`config.mk`:
```
export PLATFORM = sky130hd
export DESIGN_NAME = alu_arbiter
export DESIGN_NICKNAME = d
export VERILOG_FILES = /design/src/rtl/alu_arbiter.sv
export SDC_FILE = /design/constraint.sdc
export NUM_CORES = 1
export LEC_CHECK = 0
export ABC_AREA = 1
export BUFFER_PORTS_ARGS = -buffer_cell sky130_fd_sc_hd__buf_2
export CAP_MARGIN = 30
export CORE_ASPECT_RATIO = 1.1
export CORE_UTILIZATION = 35
export DETAILED_ROUTE_END_ITERATION = 8
export GPL_TIMING_DRIVEN = 0
export HOLD_SLACK_MARGIN = 0.1
export SLEW_MARGIN = 5
export SYNTH_ARGS = -nofsm -noshare
export SYNTH_HDL_FRONTEND = slang
export SYNTH_SLANG_ARGS = --single-unit
```
`constraint.sdc`:
```
create_clock -name clk -period 1.1 [get_ports clk]
set_input_delay 0 -clock clk [delete_from_list [all_inputs] [get_ports clk]]
set_output_delay 0 -clock clk [all_outputs]
set_load 0.02 [all_outputs]
```
`src/rtl/alu_arbiter.sv`:
```
// Two-requester front end for one shared combinational ALU: grants one requester,
// drives its operands, captures the result and pulses that requester's done.
// Define ALU_ARB_FIXED_PRI_EN for fixed priority (requester 0 always wins contention).
module alu_arbiter #(
  parameter int WIDTH = 5
) (
  input  logic             clk,
  input  logic             reset,
  input  logic             req0,
  input  logic             req1,
  input  logic [WIDTH-1:0] a0,
  input  logic [WIDTH-1:0] b0,
  input  logic [WIDTH-1:0] a1,
  input  logic [WIDTH-1:0] b1,
  input  logic             op0,
  input  logic             op1,
  output logic [WIDTH-1:0] alu_a,
  output logic [WIDTH-1:0] alu_b,
  output logic             alu_op,
  input  logic [WIDTH-1:0] alu_result,
  input  logic             alu_cf,
  input  logic             alu_gtz,
  output logic [WIDTH-1:0] res_out,
  output logic             cf_out,
  output logic             gtz_out,
  output logic             done0,
  output logic             done1,
  output logic             busy
);

  typedef enum logic [1:0] {IDLE, ISSUE, CAPTURE, DONE} state_t;

  state_t state;
  logic   served;
  logic   grant1;

`ifdef ALU_ARB_FIXED_PRI_EN
  assign grant1 = req1 & ~req0;
`else
  logic last_served;

  // On contention the requester that was not served last time wins.
  assign grant1 = req1 & (~req0 | ~last_served);

  always_ff @(posedge clk or negedge reset) begin
    if (!reset) begin
      last_served <= 1'b1;
    end else if (state == IDLE && (req0 || req1)) begin
      last_served <= grant1;
    end
  end
`endif

  // Operands are frozen at grant; done is issued from CAPTURE so it is visible in DONE.
  always_ff @(posedge clk or negedge reset) begin
    if (!reset) begin
      state   <= IDLE;
      served  <= 1'b0;
      alu_a   <= '0;
      alu_b   <= '0;
      alu_op  <= 1'b0;
      res_out <= '0;
      cf_out  <= 1'b0;
      gtz_out <= 1'b0;
      done0   <= 1'b0;
      done1   <= 1'b0;
      busy    <= 1'b0;
    end else begin
      case (state)
        IDLE: begin
          if (req0 || req1) begin
            served <= grant1;
            alu_a  <= grant1 ? a1 : a0;
            alu_b  <= grant1 ? b1 : b0;
            alu_op <= grant1 ? op1 : op0;
            busy   <= 1'b1;
            state  <= ISSUE;
          end
        end
        ISSUE: begin
          state <= CAPTURE;
        end
        CAPTURE: begin
          res_out <= alu_result;
          cf_out  <= alu_cf;
          gtz_out <= alu_gtz;
          done0   <= ~served;
          done1   <= served;
          state   <= DONE;
        end
        DONE: begin
          done0 <= 1'b0;
          done1 <= 1'b0;
          busy  <= 1'b0;
          state <= IDLE;
        end
        default: begin
          state <= IDLE;
        end
      endcase
    end
  end

endmodule

```
# ---- Yosys cells after proc, flatten, opt, wreduce, memory -nomap -nowiden
# Cells that the tools add are included.
dict set report word_totals {
  regBits 25
  out_inout_bits 21
  word_cells 37
}
dict set report classes {
  n_eq_ne 4
  n_mux 9
  bitwise 5
  n_reduce_logical 7
}
# cell n
set ops {}
lappend ops {{two-way mux 5 bit} 2}
lappend ops {{case mux 2 bit (4 select lines)} 1}
lappend ops {{case mux 1 bit (2 select lines)} 3}
lappend ops {{== test 2 bit (second input constant)} 2}
lappend ops {{AND reduction 2 bit} 2}
lappend ops {{nonzero test 2 bit} 2}
lappend ops {{inverter 1 bit} 3}
lappend ops {{== test 2 x 1 -> 1 bit (second input constant)} 1}
lappend ops {{logical NOT 2 bit} 1}
lappend ops {{two-way mux 1 bit} 2}
lappend ops {{two-way mux 2 bit} 1}
lappend ops {{inequality test 2 x 1 -> 1 bit (second input constant)} 1}
lappend ops {{bitwise AND 1 bit} 1}
lappend ops {{logical AND 1 bit} 1}
lappend ops {{logical OR 1 bit} 1}
lappend ops {{bitwise OR 1 bit} 1}

# ---- Depth between registers and ports, before layout
# Gate-level depths: netlist of run 1.
dict set report logic_depth {
  ltp_word 4
  ltp_mapped 8
}

# ---- Least setup slack after synthesis of run 1
# Ideal clock, no wire load.
dict set report synth_path {
  path_kind {reg-to-reg}
  startpoint {reg state[0]}
  endpoint {reg alu_a[0]}
  t_arrival_ns 1.132
  t_required_ns 0.983
  setup_slack_ns -0.149
  stages_incl_launch_ff 9
  period_less_slack_ns 1.249
  path_cell_list {dfrtp_1 -> inv_1 -> ha_1 -> inv_1 -> nor2_4 -> inv_2 -> buf_6 -> nand2_1 -> nand2_1}
}
dict set report synth_between {
  elab_chain_cells 2
}
# element line
set synth_rtl {}
lappend synth_rtl {{from (decl)} 33} ;# state_t state;
lappend synth_rtl {{from (signal assigned)} 57} ;# state <= IDLE;
lappend synth_rtl {{from (signal assigned)} 77} ;# state <= ISSUE;
lappend synth_rtl {{from (signal assigned)} 81} ;# state <= CAPTURE;
lappend synth_rtl {{logical NOT 2 bit} 69} ;# case (state)
lappend synth_rtl {{AND reduction 2 bit (no source line)} n/a}
lappend synth_rtl {{to (signal assigned)} 73} ;# alu_a <= grant1 ? a1 : a0;
lappend synth_rtl {{to (decl)} 17} ;# output logic [WIDTH-1:0] alu_a,
# No other way between the ends.
# A chain may end at the register's enable or synchronous reset.

# ---- Worst setup path after layout of run 1
dict set report layout_path {
  startpoint {reg state[0]}
  endpoint {reg alu_b[4]}
}
dict set report layout_between {
  elab_chain_cells 2
}
# element line
set layout_rtl {}
lappend layout_rtl {{logical NOT 2 bit} 69}
lappend layout_rtl {{AND reduction 2 bit (no source line)} n/a}
lappend layout_rtl {{to (signal assigned)} 74} ;# alu_b <= grant1 ? b1 : b0;
lappend layout_rtl {{to (decl)} 18} ;# output logic [WIDTH-1:0] alu_b,
# No other way between the ends.

==> results.md, run 1 <==
## Clock tree
- CTS tree: done
- maximum root-to-sink buffer count: 2
- CTS HTree Levels: 1
- number of clock buffers inserted by TritonCTS: 3
- root buffer cell: clkbuf_4
- TritonCTS sink count: 25
- clock-pin slew on the worst setup and hold paths: 0.14 ns
- clk_lat worst skew: 0.31 ns

## Placement
- pre-CTS setup slack: -0.148 ns
- weighted congestion reported at the end of routability-driven placement: 0.766
- total placed instance area: 0.00161 sq mm
- count of input and output buffers: 53
- placed cell count: 267
- detailed placement HPWL: 1990 microns

## STA
- number of hold-slack violations in the final timing report: 0
- Period Utilization, post-route: 111%
- final setup fails: 19
- post-layout minimum cycle time: 1.23 ns
- Rel. slew slack: 62.1%
- count of pins over their slew limit: 0
- maximum clock frequency: 816 MHz
- setup repair after global routing missed its margin: true
- minimum setup slack in the final design: -0.125 ns
- worst clock skew: 0.00894 ns
- slew at the pin closest to its max-slew limit: 0.569 ns

## Finish
- share of post-route cells with drive strength above 1: 39.0%
- net total in the final layout: 308
- layout filler cell count: 299
- final non-filler cell total: 317
- area growth from synthesis to final layout: 72.3%
- final std cell area, no fill: 0.00218 sq mm
- Diodes inserted: 0

## Route
- number of vias per cell after detailed routing: 4.35
- total wire length after detailed routing: 3460 microns
- drc violations: 0
- number of routed nets with antenna violations: 0
- WL/cell: 10.9 microns
- via total after detailed routing: 1,378
- drt initial violations: 73
- count of TritonRoute iterations in the first routing pass: 4

## Critical path
- cells traversed along the worst timing path: inv_2 > ha_4 > inv_2 > nor2_4 > inv_2 > buf_6 > nand2_4 > nand2_2
- Arr. time, crit path: 1.44 ns
- Worst path top cell family by delay: flip-flops
- Required @ worst endpoint: 1.32 ns
- Critical Path Sink Type: flip-flop
- Crit path buffers/inverters: 4
- maximum net fanout on the critical path: 5
- worst-path cell with the longest stage delay: dfrtp_1
- nature of the critical path startpoint: flip-flop
- most common cell type on the critical path: inv_2
- worst setup path class: flip-flop to flip-flop
- crit-path max cell delay: 0.42 ns

## Die
- die height: 65.1 microns
- Ports: 54
- Site Rows: 22
- Die Area: 0.00386 sq mm
- horizontal die dimension: 59.3 microns
- Placeable Area: 0.00339 sq mm
- Initial Util: 37.4%

## Synth
- area leader, netlist: dfrtp_1
- area share of the largest cell type after synthesis: 47.5%
- Post-Syn Nets: 204
- Top FF cell, synth: dfrtp_1
- number of synthesized flops with an enable pin: 0
- Distinct cells, synth: 15
- top cells by count, synth: nand2_1 (66), inv_1 (29), dfrtp_1 (24), nand3_1 (24)
- most numerous cell in the Yosys netlist: nand2_1
- Synth Cell Area: 0.00126 sq mm
- number of flip-flops and latches in the synthesized netlist: 25
- number of warnings printed during yosys synthesis: 0
- part of the Yosys area used for sequential elements: 49.6%
- number of instances in the synthesized netlist: 166
- average footprint of a synthesized cell: 7.62 sq um
- fraction of registers with async set/reset: 100%
- main area contributors after synthesis: dfrtp_1 (47%), nand2_1 (20%), nand3_1 (9.5%), inv_1 (8.6%), ha_1 (4.9%)

## Min path
- Min-Delay Path Class: primary input to asynchronous set/reset pin

## Pwr
- worst vdd ir: 1180 uV
- Pleak: 1.22 nW
- total power after layout: 5.31 mW
- power density over the cells: 2440 mW/mm^2

## Global routing
- wire length of the first global-routing pass: 5420 microns
- total congestion overflow after global routing: 0
- number of global-route vias before repair: 1,247
- total track usage: 18.7%
- largest net degree at the start of global routing: 26
- initial antenna violation count: 0

## Outcome
- violations in the final reports: negative setup slack
- result of the run: finished with violations

## Flow run
- max-capacitance violation count: 0

-- final cells by class --
class	count	area, sq um	area share [%]
Multi-Input combinational cell	105	588	27.0
Tap cell	48	60.1	2.76
Timing Repair Buffer	99	702	32.2
Clock buffer	4	26.3	1.21
Inverter	30	115	5.28
Sequential cell	25	627	28.8
Buffer	6	61.3	2.81
-- logic make-up after synthesis --
group	after synthesis	share of synthesized area (%)
AO/OA/AOI/OAI	7	2.77
buffers and inverters	36	12.0
AND/OR/NAND/NOR	93	30.8
adder cells (fa/ha/maj)	5	4.95
flip-flops	25	49.6
-- power by group --
group	switching [mW]	internal (mW)
sequential	0.270	1.40
combinational	1.80	1.43
clock	0.269	0.142
-- layer usage --
metal	part of all wire, %	vias up	GRT usage [%]
met2	53	31	32.2
li1	-	710	-
met4	0.78	0	5.95
met1	43	633	23.8
met3	3.2	4	2.20
met5	0	-	0
-- cell usage in the layout, fill, tap and decap left out, types with 2 or more instances in the layout --
cell type / n
buf_2: 54
nand2_1: 51
dlygate4sd3_1: 32
inv_1: 24
dfrtp_1: 24
nand3_1: 23
nand2_2: 13
buf_4: 11
buf_6: 8
inv_2: 5
o21ai_1: 3
ha_1: 3
clkbuf_4: 3
a21oi_1: 2
o21ai_2: 2
ha_4: 2
-- final timing paths --
check / start / end / slack [ns] / cells after the start
min in group clk: alu_result[1] / res_out[1]$_DFFE_PN0P_ / 0.42 / 4
setup / recovery: state[0]$_DFFE_PN0P_ / alu_b[4]$_DFFE_PN0P_ / -0.13 / 8
max in group asynchronous: reset / state[1]$_DFFE_PN0P_ / 0.53 / 2
setup reg to reg: state[0]$_DFFE_PN0P_ / alu_b[4]$_DFFE_PN0P_ / -0.13 / 8
hold / removal: reset / alu_a[3]$_DFFE_PN0P_ / 0.19 / 2
hold reg to reg: gtz_out$_DFFE_PN0P_ / gtz_out$_DFFE_PN0P_ / 0.48 / 2
-- flip-flops by register name, indices dropped and copies added (netlist names) --
register	count
alu_op	1
done1	1
state	2
served	1
cf_out	1
done0	1
alu_b	5
gtz_out	1
res_out	5
busy	1
alu_a	5
last_served	1
-- metrics by stage --
step	util (%)	hold WS (ns)	setup TNS [ns]
2_1_floorplan	-	-0.296	-0.437
3_3_place_gp	47.5	0.0312	-1.68
3_5_place_dp	47.5	0.0311	-1.78
4_1_cts	60.7	0.205	-1.62
5_1_grt	64.4	0.231	-3.32
6_report	64.4	0.188	-1.75
-- timing repair --
item / in CTS / in global routing
endpoints found under the hold margin: 47 / 0
hold buffers: 32 / 0
cloned: 2 / 0
endpoints found under the setup margin: 23 / 25
pin swaps: 2 / 9
resized for setup: 14 / 28
setup buffers: 8 / 4
No activity file was read; power rests on OpenSTA's default activity.
==> run 2, diff against run 1 <==
--- a/config.mk
+++ b/config.mk
@@ -8,7 +8,7 @@
 export ABC_AREA = 1
 export BUFFER_PORTS_ARGS = -buffer_cell sky130_fd_sc_hd__buf_2
 export CAP_MARGIN = 30
-export CORE_ASPECT_RATIO = 1.1
+export CORE_ASPECT_RATIO = 1.4
 export CORE_UTILIZATION = 35
 export DETAILED_ROUTE_END_ITERATION = 8
 export GPL_TIMING_DRIVEN = 0
==> results.md, run 2 (same netlist as run 1, synthesis figures left out) <==
## Finish
- largest registers: alu_a (5), alu_b (5), res_out (5)
- net total in the final layout: 301, -2.3%
- most common cell after layout, fill and taps aside: nand2_1
- Diodes inserted: 0, unchanged
- share of post-route cells with drive strength above 1: 31.7%, -7.4 points
- end-of-flow core utilization: 59.8%, -4.6 points
- most used cells in the layout excluding fill and tap cells: nand2_1 (65), buf_2 (54), dlygate4sd3_1 (31)
- area growth from synthesis to final layout: 61.1%
- layout filler cell count: 314, +5.0%

## STA
- worst clock skew: 0.00547 ns, -0.00346 ns
- final setup fails: 16, -3
- final-layout worst hold slack: 0.147 ns, -0.0418 ns
- setup_tns: -1.59 ns, +0.160 ns
- Period Utilization, post-route: 111%, about the same
- Rel. slew slack: 62.9%, +0.86 points
- setup repair after global routing missed its margin: true
- minimum setup slack in the final design: -0.125 ns, +0.000208 ns
- number of hold-slack violations in the final timing report: 0, unchanged
- count of pins over their slew limit: 0, unchanged
- maximum clock frequency: 816 MHz, about the same
- slew at the pin closest to its max-slew limit: 0.556 ns, -0.0129 ns
- post-layout minimum cycle time: 1.23 ns, -0.000208 ns

## Route
- drt initial violations: 15, -79%
- WL/cell: 10.5 microns, -3.8%
- total wire length after detailed routing: 3180 microns, -8.3%
- number of routed nets with antenna violations: 0, unchanged
- count of TritonRoute iterations in the first routing pass: 4, unchanged
- drc violations: 0, unchanged
- via total after detailed routing: 1,342, -2.6%
- number of vias per cell after detailed routing: 4.44, +2.2%

## Pwr
- Pleak: 1.18 nW, -3.6%
- power density over the cells: 2420 mW/mm^2, -0.48%
- Comb power frac: 55.5%, -5.3 points
- Sequential Power Share: 33.2%, +1.7 points
- Net Switching: 2.14 mW, -8.5%
- Net Sw Frac: 43.3%, -0.73 points
- share of power burned in the clock network: 11.2%, +3.5 points
- worst vdd ir: 1650 uV, +39%
- internal power: 2.80 mW, -5.7%

## Clock tree
- TritonCTS sink count: 25, unchanged
- root buffer cell: clkbuf_8
- clock-pin slew on the worst setup and hold paths: 0.09 ns, -0.05 ns
- CTS tree: done
- number of clock buffers inserted by TritonCTS: 3, unchanged
- CTS HTree Levels: 1, unchanged
- clk_lat worst skew: 0.27 ns, -0.04 ns
- maximum root-to-sink buffer count: 2, unchanged

## Global routing
- total track usage: 17.5%, -1.1 points
- initial antenna violation count: 0, unchanged
- number of global-route vias before repair: 1,270, +1.8%
- total congestion overflow after global routing: 0, unchanged
- largest net degree at the start of global routing: 26, unchanged
- wire length of the first global-routing pass: 5180 microns, -4.3%

## Outcome
- result of the run: finished with violations
- violations in the final reports: negative setup slack

## Placement
- weighted congestion reported at the end of routability-driven placement: 0.808, +5.4%
- detailed placement HPWL: 2030 microns, +2.0%
- count of input and output buffers: 53, unchanged

## Die
- Placeable Area: 0.00341 sq mm, +0.70%
- Site Rows: 25, +14%
- die height: 73.1 microns, +12%
- Die Area: 0.00386 sq mm, about the same
- Initial Util: 37.1%, -0.26 points
- horizontal die dimension: 52.8 microns, -11%
- Ports: 54, unchanged

## Critical path
- maximum net fanout on the critical path: 10, +5
- worst setup path class: flip-flop to flip-flop
- worst-path cell with the longest stage delay: dfrtp_1
- crit-path max cell delay: 0.41 ns, about the same
- nature of the critical path startpoint: flip-flop
- Critical Path Sink Type: flip-flop
- Arr. time, crit path: 1.43 ns, about the same
- cells traversed along the worst timing path: inv_2 > ha_4 > inv_4 > nor2_4 > buf_4 > nand3_1 > nand2_1
- Required @ worst endpoint: 1.31 ns, about the same

## Flow run
- max-capacitance violation count: 0, unchanged

## Min path
- Min-Delay Path Class: primary input to flip-flop

-- run 2: per-stage QoR --
stage / worst slack [ns] / power, mW / cell area (sq um) / cells
final: -0.125 / 4.94 / 2040 / 302
after global routing: -0.203 / 5.38 / 2040 / 302
after CTS: -0.121 / 4.91 / 2020 / 300
after detailed placement: -0.165 / 4.06 / 1600 / 259
after global placement: -0.160 / 4.01 / 1600 / 259
after floorplan: -0.0455 / 3.30 / 1280 / 166
-- run 2: final timing paths --
path | endpoint | cells past startpoint | start | slack [ns]
max | alu_b[4]$_DFFE_PN0P_ | 7 | state[0]$_DFFE_PN0P_ | -0.13
min | alu_b[0]$_DFFE_PN0P_ | 5 | req0 | 0.15
max reg2reg | alu_b[4]$_DFFE_PN0P_ | 7 | state[0]$_DFFE_PN0P_ | -0.13
min reg2reg | busy$_DFFE_PN0P_ | 2 | busy$_DFFE_PN0P_ | 0.47
max in group asynchronous | last_served$_DFFE_PN1P_ | 2 | reset | 0.49
min in group asynchronous | cf_out$_DFFE_PN0P_ | 2 | reset | 0.24
-- run 2: power by group through the flow --
stage | clock network, mW | logic, mW | registers [mW]
CTS | 0.578 | 2.68 | 1.65
global route | 0.605 | 3.07 | 1.70
global placement | 0 | 2.34 | 1.66
finish | 0.556 | 2.74 | 1.64
detailed placement | 0 | 2.39 | 1.66
floorplan | 0 | 1.17 | 2.13
-- run 2: final cells by class --
| type | count | area (sq um) | area share (%) |
|---|---|---|---|
| Timing Repair Buffer | 92 | 639 | 31.4 |
| Sequential cell | 25 | 627 | 30.8 |
| Multi-Input combinational cell | 105 | 504 | 24.7 |
| Inverter | 30 | 115 | 5.65 |
| Buffer | 6 | 53.8 | 2.64 |
| Tap cell | 40 | 50.0 | 2.46 |
| Clock buffer | 3 | 41.3 | 2.03 |
| Clock inverter | 1 | 7.51 | 0.368 |
-- run 2: critical path: cells and delay by family (launching register included) --
kind                       cells  cell delay [ns]
adders and majority gates      1             0.16
buffers and inverters          3             0.33
DFF                            1             0.41
and+or+nand+nor                3             0.27
-- run 2: repair_timing --
action,CTS,global route
hold buffers,31,0
endpoints found under the setup margin,24,20
endpoints found under the hold margin,43,0
pin swaps,0,0
setup buffers,6,2
resized for setup,8,5
-- run 2: metal layers --
| layer | track usage (%) | vias to the layer above | part of all wire [%] |
|---|---|---|---|
| li1 | - | 689 | - |
| met1 | 20.3 | 607 | 41 |
| met2 | 32.9 | 42 | 53 |
| met3 | 2.08 | 4 | 4.8 |
| met4 | 4.68 | 0 | 1.2 |
| met5 | 0 | - | 0 |
